==> config.mk <==
export PLATFORM = sky130hd
export DESIGN_NAME = mult_div_unit
export DESIGN_NICKNAME = d
export VERILOG_FILES = /design/src/rtl/mult_div_unit.sv
export SDC_FILE = /design/constraint.sdc
export NUM_CORES = 1
export LEC_CHECK = 0
export CORE_ASPECT_RATIO = 0.8
export CORE_MARGIN = 2
export CORE_UTILIZATION = 40
export DETAILED_ROUTE_END_ITERATION = 8
export HOLD_SLACK_MARGIN = 0.08
export SKIP_CTS_REPAIR_TIMING = 1
export SLEW_MARGIN = 25
export SYNTH_ARGS = -nofsm -noshare
export SYNTH_HDL_FRONTEND = slang
export SYNTH_SLANG_ARGS = --single-unit
==> constraint.sdc <==
create_clock -name clk -period 4.26 [get_ports clk]
set_input_delay 0.426 -clock clk [delete_from_list [all_inputs] [get_ports clk]]
set_output_delay 0.426 -clock clk [all_outputs]
set_load 0.03 [all_outputs]
==> src/rtl/mult_div_unit.sv <==
// mult_div_unit: sequential signed multiply / divide engine.
// Radix-2, one iteration per clock. Multiply is shift-add; divide is
// restoring. Both run on operand magnitudes and apply sign correction in FIX.
//
// Ports:
//   clk          system clock, rising edge
//   reset        synchronous active-high reset
//   mult_start   one-cycle request for signed a*b
//   div_start    one-cycle request for signed a/b (mult_start wins if both)
//   a, b         operands rs / rt
//   busy         high from the cycle after an accepted start until done
//   done         one-cycle pulse; hi_out/lo_out valid in this cycle
//   hi_out       MULT: product upper half; DIV: remainder
//   lo_out       MULT: product lower half; DIV: quotient
//   div_by_zero  set with done for DIV by zero; held until next accepted start
module mult_div_unit #(
  parameter int WIDTH = 32,
  parameter int CNT_W = 6
) (
  input  logic             clk,
  input  logic             reset,
  input  logic             mult_start,
  input  logic             div_start,
  input  logic [WIDTH-1:0] a,
  input  logic [WIDTH-1:0] b,
  output logic             busy,
  output logic             done,
  output logic [WIDTH-1:0] hi_out,
  output logic [WIDTH-1:0] lo_out,
  output logic             div_by_zero
);

  typedef enum logic [1:0] {
    IDLE,
    CALC,
    FIX,
    DONE
  } state_t;

  state_t state, state_next;

  logic             op_mult;
  logic             op_div0;
  logic             sign_a;
  logic             sign_b;
  logic [WIDTH-1:0] a_lat;
  logic [WIDTH-1:0] b_mag;
  logic [WIDTH-1:0] acc_hi;   // MULT: P (upper product); DIV: R (remainder)
  logic [WIDTH-1:0] acc_lo;   // MULT: Q (multiplier/lower); DIV: Q (quotient)
  logic [CNT_W-1:0] counter;
  logic             fix_wait;

  logic start_accept;
  logic start_div0;

  // Magnitude of a two's-complement value; the most negative value maps to
  // 2^(WIDTH-1), which still fits when read as unsigned.
  function automatic logic [WIDTH-1:0] magnitude(input logic [WIDTH-1:0] v);
    return v[WIDTH-1] ? (~v + WIDTH'(1)) : v;
  endfunction

  assign start_accept = (state == IDLE) && (mult_start || div_start);
  assign start_div0   = !mult_start && div_start && (b == '0);

  // ---------------------------------------------------------------------
  // State register
  // ---------------------------------------------------------------------
  always_ff @(posedge clk) begin
    if (reset) begin
      state <= IDLE;
    end else begin
      state <= state_next;
    end
  end

  // ---------------------------------------------------------------------
  // Next-state logic
  // ---------------------------------------------------------------------
  always_comb begin
    state_next = state;
    case (state)
      IDLE: begin
        if (start_accept) begin
          state_next = start_div0 ? FIX : CALC;
        end
      end
      CALC: begin
        if (counter == CNT_W'(WIDTH - 1)) begin
          state_next = FIX;
        end
      end
      FIX: begin
        // Divide-by-zero spends two cycles in FIX so that done lands on the
        // third cycle after the start sample.
        if (op_div0 && !fix_wait) begin
          state_next = FIX;
        end else begin
          state_next = DONE;
        end
      end
      DONE: begin
        state_next = IDLE;
      end
      default: begin
        state_next = IDLE;
      end
    endcase
  end

  // ---------------------------------------------------------------------
  // Output decode
  // ---------------------------------------------------------------------
  always_comb begin
    busy = 1'b0;
    done = 1'b0;
    case (state)
      CALC:    busy = 1'b1;
      FIX:     busy = 1'b1;
      DONE:    done = 1'b1;
      default: begin
        busy = 1'b0;
        done = 1'b0;
      end
    endcase
  end

  // ---------------------------------------------------------------------
  // Iteration datapath
  // ---------------------------------------------------------------------
  logic [WIDTH:0]   mul_addend;
  logic [WIDTH:0]   mul_sum;
  logic [WIDTH:0]   div_shift;
  logic [WIDTH+1:0] div_diff;
  logic             div_ge;

  always_comb begin
    mul_addend = acc_lo[0] ? {1'b0, b_mag} : '0;
    mul_sum    = {1'b0, acc_hi} + mul_addend;
    div_shift  = {acc_hi, acc_lo[WIDTH-1]};
    div_diff   = {1'b0, div_shift} - {2'b00, b_mag};
    div_ge     = !div_diff[WIDTH+1];
  end

  // ---------------------------------------------------------------------
  // Sign correction
  // ---------------------------------------------------------------------
  logic [2*WIDTH-1:0] prod_mag;
  logic [2*WIDTH-1:0] prod_fixed;
  logic [WIDTH-1:0]   quo_fixed;
  logic [WIDTH-1:0]   rem_fixed;
  logic [WIDTH-1:0]   fix_hi;
  logic [WIDTH-1:0]   fix_lo;

  always_comb begin
    prod_mag   = {acc_hi, acc_lo};
    prod_fixed = (sign_a ^ sign_b) ? -prod_mag : prod_mag;
    quo_fixed  = (sign_a ^ sign_b) ? -acc_lo : acc_lo;
    rem_fixed  = sign_a ? -acc_hi : acc_hi;
    if (op_mult) begin
      fix_hi = prod_fixed[2*WIDTH-1:WIDTH];
      fix_lo = prod_fixed[WIDTH-1:0];
    end else if (op_div0) begin
      fix_hi = a_lat;
      fix_lo = '1;
    end else begin
      fix_hi = rem_fixed;
      fix_lo = quo_fixed;
    end
  end

  // ---------------------------------------------------------------------
  // Datapath registers
  // ---------------------------------------------------------------------
  always_ff @(posedge clk) begin
    if (reset) begin
      op_mult     <= 1'b0;
      op_div0     <= 1'b0;
      sign_a      <= 1'b0;
      sign_b      <= 1'b0;
      a_lat       <= '0;
      b_mag       <= '0;
      acc_hi      <= '0;
      acc_lo      <= '0;
      counter     <= '0;
      fix_wait    <= 1'b0;
      hi_out      <= '0;
      lo_out      <= '0;
      div_by_zero <= 1'b0;
    end else begin
      case (state)
        IDLE: begin
          if (start_accept) begin
            op_mult     <= mult_start;
            op_div0     <= start_div0;
            sign_a      <= a[WIDTH-1];
            sign_b      <= b[WIDTH-1];
            a_lat       <= a;
            b_mag       <= magnitude(b);
            acc_hi      <= '0;
            acc_lo      <= magnitude(a);
            counter     <= '0;
            fix_wait    <= 1'b0;
            div_by_zero <= 1'b0;
          end
        end
        CALC: begin
          counter <= counter + CNT_W'(1);
          if (op_mult) begin
            // {carry,P,Q} >> 1
            acc_hi <= mul_sum[WIDTH:1];
            acc_lo <= {mul_sum[0], acc_lo[WIDTH-1:1]};
          end else if (div_ge) begin
            acc_hi <= div_diff[WIDTH-1:0];
            acc_lo <= {acc_lo[WIDTH-2:0], 1'b1};
          end else begin
            acc_hi <= div_shift[WIDTH-1:0];
            acc_lo <= {acc_lo[WIDTH-2:0], 1'b0};
          end
        end
        FIX: begin
          fix_wait    <= 1'b1;
          hi_out      <= fix_hi;
          lo_out      <= fix_lo;
          div_by_zero <= op_div0;
        end
        default: begin
        end
      endcase
    end
  end

endmodule

==> summary.md <==
| Metric | Value |
|---|---|
| Die Y | 180 µm |
| Htree depth | 1 |
| Hold Violations, Final | 0 |
| Nets@finish | 2302 |
| 1st-iter DRT viols | 1606 |
| Die area | between 40000 and 50000 µm² |
| Vias in the first global route | 14500 |
| Initial core utilization | between 40% and 50% |
| Worst setup EP type | register |
| Met3 Usage GRT | just over 6% |
| Post-synthesis register bit count | between 200 and 250 |
| Port buffer count | 134 |
| Met2 GRT Util | about 38% |
| Vias per cell | 5.93 |
| Largest net degree at the start of global routing | 138 |
| Final WL | 57.2 mm |
| RSZ-0062 raised after global routing | no |
| Max incr delay on CP | 0.85 ns |
| Residual DRC count | 0 |
| FMAX | 258 MHz |
| Layout cells sized above 1 | 5.70% |
| Routability Congestion | 0.951 |
| Worst-path fanout max | 4 |
| EDFF count, synth | 0 |
| Syn nets | 2236 |
| Pins Over Slew Limit | 0 |
| Placed inst area | 17400 µm² |
| Cells after Synth | 2093 |
| CTS Buf Count | 25 |
| Core region area | ~38000 µm² |
| Clk buf depth | 3 |
| Setup violations, final | 0 |
| Pwr/cell area | 679 nW/µm² |
| Setup CP Type | register to register |
| I/O pin total | around 140 |
| Antenna violation net count after detailed routing | 0 |
| Clock transition at the registers of the reported paths | 0.07 ns |
| Slowest CP cell | a211oi_1 |
| Leading area contributor after synthesis | dfxtp_1 |
| Async S/R FF share, synth | 0% |
| DP Wirelength | 43.2 mm |
| Pre-Repair DR Iteration Count | 7 |
| Worst hold path class | input port to register |
| Synthesis Warnings | 0 |
| Relative slew slack | 31.3% |
| Site row count | 64 |
| Fin crit share | 91.0% |
| CTS tree | built |
| Synth cell types | 66 |
| Worst EP required | 4.70 ns |
| Worst Skew | 0.0149 ns |
| Die Wd | about 220 µm |
| Worst EP arrival | 4.32 ns |
| Status | completed |
| Crit path launch type | register |
| Clk root buf | clkbuf_16 |
| Area delta synth->final | 17.2% |
| Top cells by area, synth | dfxtp_1 (26%), nand2_1 (6.4%), ha_1 (5.9%) |
| Clk sink count | 205 |
| Most used DFF post-synth | dfxtp_1 |
| Period minus WS final | 3.88 ns |
| Fill cell count | roughly 3800 |
| Cell Area, Synth | 15600 µm² |
| Reported max-cap violation count | 0 |
| Global routing's busiest layer | met1 |
| Core Util, Final | ~48% |
| Post-synth top cells | nand2_1 (265), nor2_1 (216), dfxtp_1 (205) |
| First-pass GRT wire length | 87.7 mm |
| Yosys top cell area share | 26.4% |
| Initial antenna violation count | 2 |
| All-layer global routing usage | between 20% and 30% |
| Worst-skew pair later-pin latency | 0.55 ns |
| Cells along the critical path | inv_1 > ha_1 > inv_1 > fa_1 > a21oi_1 > o22ai_1 > a211oi_1 > buf_4 > a211oi_1 > o2111ai_1 > a31oi_1 > xnor2_1 > o211ai_1 |
| Design area | 18200 µm² |
| TNS Setup | 0 ns |
| DR vias | 15900 |
| Slew @ Worst Pin | 1.02 ns |
| Routed WL per cell | 21.4 µm |
| Most common cell in the netlist | nand2_1 |
| Leakage power | 7.06 nW |
| Total grt overflow | 0 |
| VDD IR-drop max | 0.593 mV |
| Synth Area per Inst | between 7 and 8 µm² |
| Seq/Total Area, Yosys | a little over a quarter |
| GRT met1 Usage | 43.0% |
## worst max-delay path: cells and delay by family, from the launching register on
kind / cells / cell delay (ns)
xor gates and xnor gates: 1 / 0.18
AOI/OAI and AO/OA: 7 / 2.18
adders and majority gates: 2 / 0.47
buffers and inverters: 3 / 0.45
DFF: 1 / 0.45
## where the power goes
| group | internal, mW | switching [mW] |
|---|---|---|
| clock network | 1.18 | 0.920 |
| logic | 2.68 | 4.59 |
| registers | 2.42 | 0.582 |
| total | 6.29 | 6.09 |
## sequential cells by signal, summed over array words and instances, names as in the netlist
name and flops:
acc_hi 32, acc_lo 32, b_mag 32, hi_out 32, lo_out 32, a_lat 31
counter 6, state 2, div_by_zero 1, fix_wait 1, op_div0 1, op_mult 1
sign_a 1, sign_b 1
## final timing paths
check	from	to	slack [ns]	depth (start not counted)
setup / recovery	acc_lo[31]	acc_hi[30]	0.38	13
hold / removal	reset	b_mag[31]	0.24	2
setup reg to reg	acc_lo[31]	acc_hi[30]	0.38	13
hold reg to reg	a_lat[2]	a_lat[2]	0.46	2
## final cells by class
| class | count | area, µm² | area share, % |
|---|---|---|---|
| timing repair buffer | 186 | 1760 | 9.63 |
| clock buffer | 35 | 723 | 3.97 |
| inverter | 68 | 255 | 1.40 |
| antenna | 2 | 5.00 | 0.0274 |
| clock inverter | 10 | 65.1 | 0.357 |
| sequential | 205 | 4110 | 22.5 |
| tap | 495 | 619 | 3.40 |
| multi-input combinational | 1673 | 10700 | 58.7 |
## layer usage
metal / share of wire, % / wire, µm
met3: 10 / 5820
met2: 39 / 22400
met5: 0.016 / 9
met1: 49 / 27800
met4: 2.0 / 1150
## placed cells by master, fill, tap and decap left out, types with 7 or more instances in the layout
| master | synthesis | final |
|---|---|---|
| a22oi_1 | 13 | 13 |
| o21ai_0 | 115 | 115 |
| nand2b_1 | 35 | 35 |
| clkbuf_16 | 0 | 25 |
| or3_1 | 24 | 24 |
| or4_1 | 10 | 10 |
| nand4_1 | 14 | 14 |
| clkdlybuf4s50_1 | 0 | 131 |
| nand2_1 | 265 | 265 |
| nor4_1 | 18 | 18 |
| o22ai_1 | 8 | 8 |
| dfxtp_1 | 205 | 203 |
| o211ai_1 | 49 | 49 |
| o31ai_1 | 33 | 33 |
| a21oi_1 | 177 | 177 |
| inv_1 | 66 | 66 |
| nor2_1 | 216 | 215 |
| o21a_1 | 16 | 16 |
| o41ai_1 | 15 | 15 |
| mux2i_1 | 67 | 67 |
| and2_1 | 7 | 7 |
| xor2_1 | 102 | 101 |
| nor3_1 | 36 | 36 |
| ha_1 | 73 | 71 |
| a31oi_1 | 16 | 16 |
| nand3_1 | 31 | 31 |
| a21o_1 | 39 | 39 |
| buf_4 | 1 | 50 |
| and3_1 | 8 | 8 |
| xnor2_1 | 102 | 101 |
| a211oi_1 | 89 | 89 |
| o21bai_1 | 9 | 9 |
## stage by stage
stage | hold WS, ns | total power, mW | instances | setup WS [ns]
global route | 0.278 | 13.1 | 2672 | 0.0928
global placement | 0.446 | 10.1 | 2626 | 0.470
floorplan | 0.434 | 7.74 | 2093 | 1.17
detailed placement | 0.449 | 10.1 | 2626 | 0.488
CTS | 0.231 | 12.2 | 2671 | 0.526
finish | 0.244 | 12.4 | 2674 | 0.382
## logic make-up after synthesis
family / Yosys count / share of synthesized area, %
and+or+nand+nor: 689 / 19.8
adders and majority gates: 75 / 6.13
DFF: 205 / 26.4
buffers and inverters: 215 / 5.29
AOI/OAI and AO/OA: 632 / 26.2
muxes: 73 / 4.75
xor gates and xnor gates: 204 / 11.5
Power figures use the tool's default switching activity.
